`src/rtl/mcu_spi_target.sv`:
```
// -----------------------------------------------------------------------------
// mcu_spi_target
//
// SPI (mode 0, MSB first) target that sits between an MCU and up to four
// on-chip byte consumers. The first byte of each frame selects the target
// (0..3). The second byte is delivered as a "command" byte (data_in_start=1).
// Every later byte is delivered as payload. An address of 4 or more drops the
// rest of the frame. The reply byte for each slot is taken from the selected
// target's data_out bus and shifted out on MISO.
//
// All SPI pins are asynchronous to clk. Each pin passes a 2-flop synchronizer,
// and SCK edges are detected on the synchronized samples. clk must run at
// least 8x the SCK frequency.
//
// Optional build macro:
//   MCU_SPI_TIMEOUT_EN - adds a 16-bit watchdog that aborts a byte stalled
//                        mid-transfer. When the watchdog fires, frame_err
//                        pulses and the frame is dropped. When the macro is
//                        undefined, frame_err is tied low.
//
// Ports:
//   clk             system clock
//   reset           synchronous active-high reset
//   spi_io_ss       chip select, active low (async)
//   spi_io_clk      SPI clock (async)
//   spi_io_din      MOSI (async)
//   spi_io_dout     MISO
//   data_in_strobe  one-hot, one-cycle byte strobe per target 0..3
//   data_in_start   1 = strobed byte is the first payload byte of the frame
//   data_in         received payload byte
//   data_out0..3    reply byte presented by each target
//   frame_err       one-cycle pulse on watchdog abort
// -----------------------------------------------------------------------------
module mcu_spi_target (
    input  logic       clk,
    input  logic       reset,
    input  logic       spi_io_ss,
    input  logic       spi_io_clk,
    input  logic       spi_io_din,
    output logic       spi_io_dout,
    output logic [3:0] data_in_strobe,
    output logic       data_in_start,
    output logic [7:0] data_in,
    input  logic [7:0] data_out0,
    input  logic [7:0] data_out1,
    input  logic [7:0] data_out2,
    input  logic [7:0] data_out3,
    output logic       frame_err
);

    typedef enum logic [2:0] {
        ST_IDLE,
        ST_ADDR,
        ST_FIRST,
        ST_PAYLOAD,
        ST_DROP
    } state_t;

    // Synchronizers plus one extra stage per edge-detected line.
    logic ss_meta_q, ss_sync_q, ss_prev_q;
    logic sck_meta_q, sck_sync_q, sck_prev_q;
    logic din_meta_q, din_sync_q;

    // After reset the synchronizer chain still holds its idle levels for a
    // few cycles. SS falling edges are only accepted once SS has actually
    // been seen high on live samples. Without this, a chip select held low
    // through reset would look like a fresh frame start.
    logic [1:0] settle_q;
    logic       armed_q;

    state_t     state_q;
    state_t     done_state_q;
    logic       byte_done_q;
    logic [7:0] rx_shift_q;
    logic [7:0] rx_shift_d;
    logic [7:0] rx_byte_q;
    logic [2:0] bit_cnt_q;
    logic [1:0] target_q;
    logic [7:0] tx_shift_q;
    logic [7:0] tx_shift_d;
    logic [3:0] strobe_q;
    logic       start_q;
    logic [7:0] data_q;

    logic       sck_rise, sck_fall, ss_rise, ss_fall;
    logic       rx_take;
    logic [3:0] target_onehot;
    logic [7:0] reply_sel;
    logic [7:0] reload_byte;

    assign sck_rise = sck_sync_q & ~sck_prev_q;
    assign sck_fall = ~sck_sync_q & sck_prev_q;
    assign ss_rise  = ss_sync_q & ~ss_prev_q;
    assign ss_fall  = ~ss_sync_q & ss_prev_q;

    // Bits are taken in any in-frame state. This also covers the cycle in
    // which SS is seen rising: an SCK edge detected together with SS release
    // still completes its byte.
    assign rx_take    = sck_rise && (state_q != ST_IDLE);
    assign rx_shift_d = {rx_shift_q[6:0], din_sync_q};

    generate
        for (genvar gi = 0; gi < 4; gi++) begin : g_onehot
            assign target_onehot[gi] = (target_q == 2'(gi));
        end
    endgenerate

    always_comb begin
        reply_sel = data_out0;
        case (target_q)
            2'd0: reply_sel = data_out0;
            2'd1: reply_sel = data_out1;
            2'd2: reply_sel = data_out2;
            2'd3: reply_sel = data_out3;
            default: reply_sel = data_out0;
        endcase
    end

    // Only frames addressed to a valid target reply. The address slot and
    // dropped frames send zeros.
    assign reload_byte = ((state_q == ST_FIRST) || (state_q == ST_PAYLOAD)) ? reply_sel : 8'h00;

    // Between bytes, keep tracking the target's reply so that the freshest
    // value is loaded before the first rising edge. Within a byte, shift on
    // each falling edge.
    always_comb begin
        tx_shift_d = tx_shift_q;
        if ((bit_cnt_q == 3'd0) && !sck_sync_q) begin
            tx_shift_d = reload_byte;
        end else if (sck_fall && (bit_cnt_q != 3'd0)) begin
            tx_shift_d = {tx_shift_q[6:0], 1'b0};
        end
    end

`ifdef MCU_SPI_TIMEOUT_EN
    logic [15:0] wd_q;
    logic        frame_err_q;
    logic        wd_timeout;
    assign wd_timeout = (wd_q == 16'hFFFF);
    assign frame_err  = frame_err_q;
`else
    assign frame_err  = 1'b0;
`endif

    always_ff @(posedge clk) begin
        if (reset) begin
            ss_meta_q    <= 1'b1;
            ss_sync_q    <= 1'b1;
            ss_prev_q    <= 1'b1;
            sck_meta_q   <= 1'b0;
            sck_sync_q   <= 1'b0;
            sck_prev_q   <= 1'b0;
            din_meta_q   <= 1'b0;
            din_sync_q   <= 1'b0;
            settle_q     <= 2'd0;
            armed_q      <= 1'b0;
            state_q      <= ST_IDLE;
            done_state_q <= ST_IDLE;
            byte_done_q  <= 1'b0;
            rx_shift_q   <= 8'h00;
            rx_byte_q    <= 8'h00;
            bit_cnt_q    <= 3'd0;
            target_q     <= 2'd0;
            tx_shift_q   <= 8'h00;
            strobe_q     <= 4'b0000;
            start_q      <= 1'b0;
            data_q       <= 8'h00;
`ifdef MCU_SPI_TIMEOUT_EN
            wd_q         <= 16'd0;
            frame_err_q  <= 1'b0;
`endif
        end else begin
            ss_meta_q  <= spi_io_ss;
            ss_sync_q  <= ss_meta_q;
            ss_prev_q  <= ss_sync_q;
            sck_meta_q <= spi_io_clk;
            sck_sync_q <= sck_meta_q;
            sck_prev_q <= sck_sync_q;
            din_meta_q <= spi_io_din;
            din_sync_q <= din_meta_q;

            if (settle_q != 2'd3) begin
                settle_q <= settle_q + 2'd1;
            end
            if ((settle_q == 2'd3) && ss_sync_q) begin
                armed_q <= 1'b1;
            end

            strobe_q    <= 4'b0000;
            start_q     <= 1'b0;
            byte_done_q <= 1'b0;
            tx_shift_q  <= tx_shift_d;

            // Receive. done_state_q remembers which slot the byte belongs
            // to, so the byte is still delivered if SS rises at the same time.
            if (rx_take) begin
                rx_shift_q <= rx_shift_d;
                bit_cnt_q  <= bit_cnt_q + 3'd1;
                if (bit_cnt_q == 3'd7) begin
                    byte_done_q  <= 1'b1;
                    rx_byte_q    <= rx_shift_d;
                    done_state_q <= state_q;
                end
            end

            // Completed byte handling, one cycle after the wrapping edge.
            if (byte_done_q) begin
                case (done_state_q)
                    ST_ADDR: begin
                        target_q <= rx_byte_q[1:0];
                        if (state_q == ST_ADDR) begin
                            state_q <= (rx_byte_q < 8'd4) ? ST_FIRST : ST_DROP;
                        end
                    end
                    ST_FIRST: begin
                        strobe_q <= target_onehot;
                        start_q  <= 1'b1;
                        data_q   <= rx_byte_q;
                        if (state_q == ST_FIRST) begin
                            state_q <= ST_PAYLOAD;
                        end
                    end
                    ST_PAYLOAD: begin
                        strobe_q <= target_onehot;
                        start_q  <= 1'b0;
                        data_q   <= rx_byte_q;
                    end
                    default: ;
                endcase
            end

`ifdef MCU_SPI_TIMEOUT_EN
            frame_err_q <= 1'b0;
            if (wd_timeout) begin
                wd_q        <= 16'd0;
                bit_cnt_q   <= 3'd0;
                rx_shift_q  <= 8'h00;
                frame_err_q <= 1'b1;
                state_q     <= ST_DROP;
            end else if (!ss_sync_q && (bit_cnt_q != 3'd0) && (state_q != ST_IDLE)
                         && !sck_rise && !sck_fall) begin
                wd_q <= wd_q + 16'd1;
            end else begin
                wd_q <= 16'd0;
            end
`endif

            // Frame boundaries override everything above. SS release
            // discards any partial byte.
            if (ss_rise) begin
                state_q    <= ST_IDLE;
                bit_cnt_q  <= 3'd0;
                rx_shift_q <= 8'h00;
            end else if (ss_fall && armed_q && (state_q == ST_IDLE)) begin
                state_q <= ST_ADDR;
            end
        end
    end

    assign spi_io_dout    = tx_shift_q[7];
    assign data_in_strobe = strobe_q;
    assign data_in_start  = start_q;
    assign data_in        = data_q;

endmodule

```
`config.mk`:
```
export PLATFORM = sky130hd
export DESIGN_NAME = mcu_spi_target
export DESIGN_NICKNAME = d
export VERILOG_FILES = /design/src/rtl/mcu_spi_target.sv
export SDC_FILE = /design/constraint.sdc
export NUM_CORES = 1
export LEC_CHECK = 0
export ABC_AREA = 0
export BUFFER_PORTS_ARGS = -buffer_cell sky130_fd_sc_hd__buf_2
export CAP_MARGIN = 25
export CORE_ASPECT_RATIO = 1.75
export CORE_UTILIZATION = 53
export CTS_BUF_LIST = sky130_fd_sc_hd__clkbuf_16
export DETAILED_ROUTE_END_ITERATION = 10
export GPL_ROUTABILITY_DRIVEN = 0
export PLACE_DENSITY_LB_ADDON = 0.08
export REMOVE_ABC_BUFFERS = 1
export SLEW_MARGIN = 5
export SYNTH_ARGS = -nofsm -noshare
export SYNTH_HDL_FRONTEND = slang
export SYNTH_SLANG_ARGS = --single-unit
```
`constraint.sdc`:
```
create_clock -name clk -period 1.8 [get_ports clk]
set_input_delay 0.27 -clock clk [delete_from_list [all_inputs] [get_ports clk]]
set_output_delay 0.27 -clock clk [all_outputs]
set_load 0.1 [all_outputs]
```
==> out/metrics.yaml <==
global_routing:
  grt_max_degree: 25
  grt_usage_pct: 22.74
  antenna_found_initial: 0
  use_met3_pct: 6.965
  grt_pass1_vias: 1857
  gr-usage-met2_pct: 40.42
  grt.met1_usage_pct: 21.67
  grt_overflow_total: 0
  top_usage_layer: "met2"
  grt_pass1_wl_mm: 7.935
power:
  power.internal_mw: 2.468
  switchingPower_uw: 675.2
  p_leak_nw: 1.303
  pwr-share-seq_pct: 42.9
  ir_drop_mv: 0.8808
  power.density_nw_per_um2: 1031
  power_frac_comb_pct: 4.7
  pwr-share-clk_pct: 52.4
  sw_frac_of_total_pct: 21.48
clocking:
  clk_latency_ns: 0.32
  post_cts_buffers: 0
  cts_tree: "done"
  cts_root_buf: "clkbuf_16"
  htree_num_levels: 3
  cts_buffer_depth: 2
  clk_pin_slew_ns: 0.05
  cts.sinks: 59
  cts_resized: 0
  holdBufCountCts: 0
  cts_inserted_buffers: 9
layout:
  nets: 336
  syn2layout_area_growth_pct: 24.60
  fin_util_pct: 69.20
  drive_gt1_share_pct: 30.00
  num_antenna_cells: 0
  fin_cells: 351
worst_setup_path:
  critical_path_class: "register to register"
  crit_family: "simple AND/OR/NAND/NOR gates"
  slowest_delay_ns: 0.41
  path_buf_inv: 0
  cp.arrival_ns: 1.70
  start_kind: "register"
  crit_required_ns: 2.01
  cp_max_fo: 5
  cp_cell_sequence: "or3_4, or3_1, nor2b_1, o21a_1"
  end_kind: "register"
  crit_path_top_delay_cell: "or3_4"
timing:
  setup_viol: 0
  max_freq_mhz: 674.8
  finalCriticalPeriod_ns: 1.482
  finalHoldViolCount: 0
  relSlewSlack_pct: 62.37
  finalSetupTns_ns: 0
  rsz0062_at_grt: "false"
  period_share_pct: 82.33
  final-max-slew-violation-count: 0
  finClkSkew_ns: 0.004589
  worstMarginPinSlew_ns: 0.5636
logic_synthesis:
  synth_cells: 242
  avgSynthCellArea_um2: 10.11
  synth_area_um2: 2446
  synth_top_area_share_pct: 48.29
  ys_warn_count: 0
  ys_ff_latch: 59
  synth.distinct_cells: 39
  synthTopCellsByArea: "dfxtp_1 48%, mux2i_1 9.0%, mux4_2 7.4%"
  yosysTopAreaCell: "dfxtp_1"
  ys_seq_area_share_pct: 48.29
route:
  dr.pass1.iters: 4
  wl_per_cell_um: 13.83
  num_vias: 1901
  drt_wl_total_mm: 4.853
  drtIter0Drc: 16
  drcViolationCount: 0
  ant_nets: 0
  vias_per_cell: 5.416
placed_design:
  hpwl_mm: 3.516
  portBuffers: 50
  dpl.cell_count: 335
hold_path:
  hold_path_class: "primary input to register"
die:
  rows: 32
  start_util_pct: 55.54
  die_h_um: 91.87
  die-area_um2: 4902
  io_pins: 52
  coreArea_um2: 4404
  dieWidth_um: 53.36
flow_run:
  max-cap-violations: 0
outcome:
  status: "complete, no violations"
-- path summary, 6_finish.rpt --
path	start	endpoint	slack, ns	depth (start not counted)
setup / recovery	state_q[0]$_SDFFE_PP0P_	state_q[1]$_SDFFE_PP0P_	0.32	4
hold / removal	spi_io_ss	ss_meta_q$_SDFF_PP1_	0.13	2
setup reg to reg	state_q[0]$_SDFFE_PP0P_	state_q[1]$_SDFFE_PP0P_	0.32	4
hold reg to reg	ss_meta_q$_SDFF_PP1_	ss_sync_q$_SDFF_PP1_	0.40	1
-- synthesized netlist by cell type, drive strengths merged --
cell	instances
nand2	18
a21oi	14
a311oi	7
buf	15
nand2b	2
nand3b	1
mux4	8
nor4bb	1
dfxtp	59
a41oi	1
and2	1
or3	2
and2b	1
inv	5
o21a	1
xor2	1
o32ai	1
nor3b	1
nor3	2
a21o	1
nor2b	7
clkbuf	2
ha	4
mux2i	22
xnor2	1
and4bb	1
nand3	17
conb	1
nor4	2
or2	4
nor4b	2
nor2	37
-- stage by stage --
step | setup WS, ns | hold WS, ns | area, um2 | power (mW)
floorplan | 0.2707 | 0.3379 | 2349 | 1.450
global placement | 0.3411 | 0.3851 | 2755 | 1.520
detailed placement | 0.3189 | 0.3878 | 2755 | 1.524
CTS | 0.3129 | 0.1151 | 3048 | 3.185
global route | 0.1767 | 0.1401 | 3048 | 3.256
finish | 0.3180 | 0.1258 | 3048 | 3.143
-- metal layers --
| layer | wire (um) | share of wire, % | up-vias |
|---|---|---|---|
| met5 | 0 | 0 | - |
| met4 | 79 | 1.6 | 0 |
| met3 | 202 | 4.2 | 7 |
| met2 | 2659 | 55 | 39 |
| met1 | 1911 | 39 | 912 |
| li1 | - | - | 943 |
-- state kept, by name (all words and copies together), names as in the netlist, 2 cells and up --
signal          count
rx_byte_q           8
data_in             8
target_q            2
state_q             3
tx_shift_q          8
rx_shift_q          7
data_in_strobe      4
bit_cnt_q           3
done_state_q        3
settle_q            2
-- kinds of logic after synthesis --
group                    count (synthesis)  share of synthesized area (%)
multiplexers                            30                          16.37
flip-flops                              59                          48.29
AO/OA/AOI/OAI                           25                          7.775
buffers and inverters                   22                          4.757
AND/OR/NAND/NOR                         99                          19.90
adder cells (fa/ha/maj)                  4                          2.046
XOR/XNOR                                 2                         0.7162
other                                    1                         0.1533
-- placed cells by master, fill, tap and decap left out, types with 2 or more instances in the layout --
cell type | netlist | layout
ha_1 | 4 | 4
a311oi_1 | 4 | 4
mux2i_1 | 22 | 22
nor2b_1 | 7 | 7
buf_12 | 0 | 2
a21oi_2 | 2 | 2
nand3_1 | 16 | 16
nor4b_1 | 2 | 2
clkbuf_16 | 0 | 9
a21oi_1 | 12 | 12
nor4_1 | 2 | 2
nand2b_1 | 2 | 2
inv_1 | 5 | 5
nor2_1 | 37 | 37
a311oi_2 | 3 | 3
mux4_2 | 8 | 8
or2_1 | 4 | 4
nand2_1 | 18 | 18
clkinvlp_4 | 0 | 2
dfxtp_1 | 59 | 59
buf_4 | 1 | 7
clkinv_2 | 0 | 2
nor3_1 | 2 | 2
buf_2 | 6 | 50
-- power groups by stage --
| stage | clock network, mW | registers [mW] | logic (mW) |
|---|---|---|---|
| final | 1.65 | 1.35 | 0.149 |
| after CTS | 1.69 | 1.35 | 0.151 |
| after floorplan | 0 | 1.38 | 0.0748 |
| after detailed placement | 0 | 1.37 | 0.150 |
| after global placement | 0 | 1.37 | 0.147 |
| after global routing | 1.75 | 1.35 | 0.163 |
-- layout make-up --
cell class              count  area (um2)
well taps                  51       63.81
multi-input cells         161        1149
inverters                   5       18.77
fillers                   390        1356
clock inverters             7       67.56
clock buffers               9       225.2
repair buffers             59       342.8
flip-flops and latches     59        1181
No activity file was read; power rests on OpenSTA's default activity.
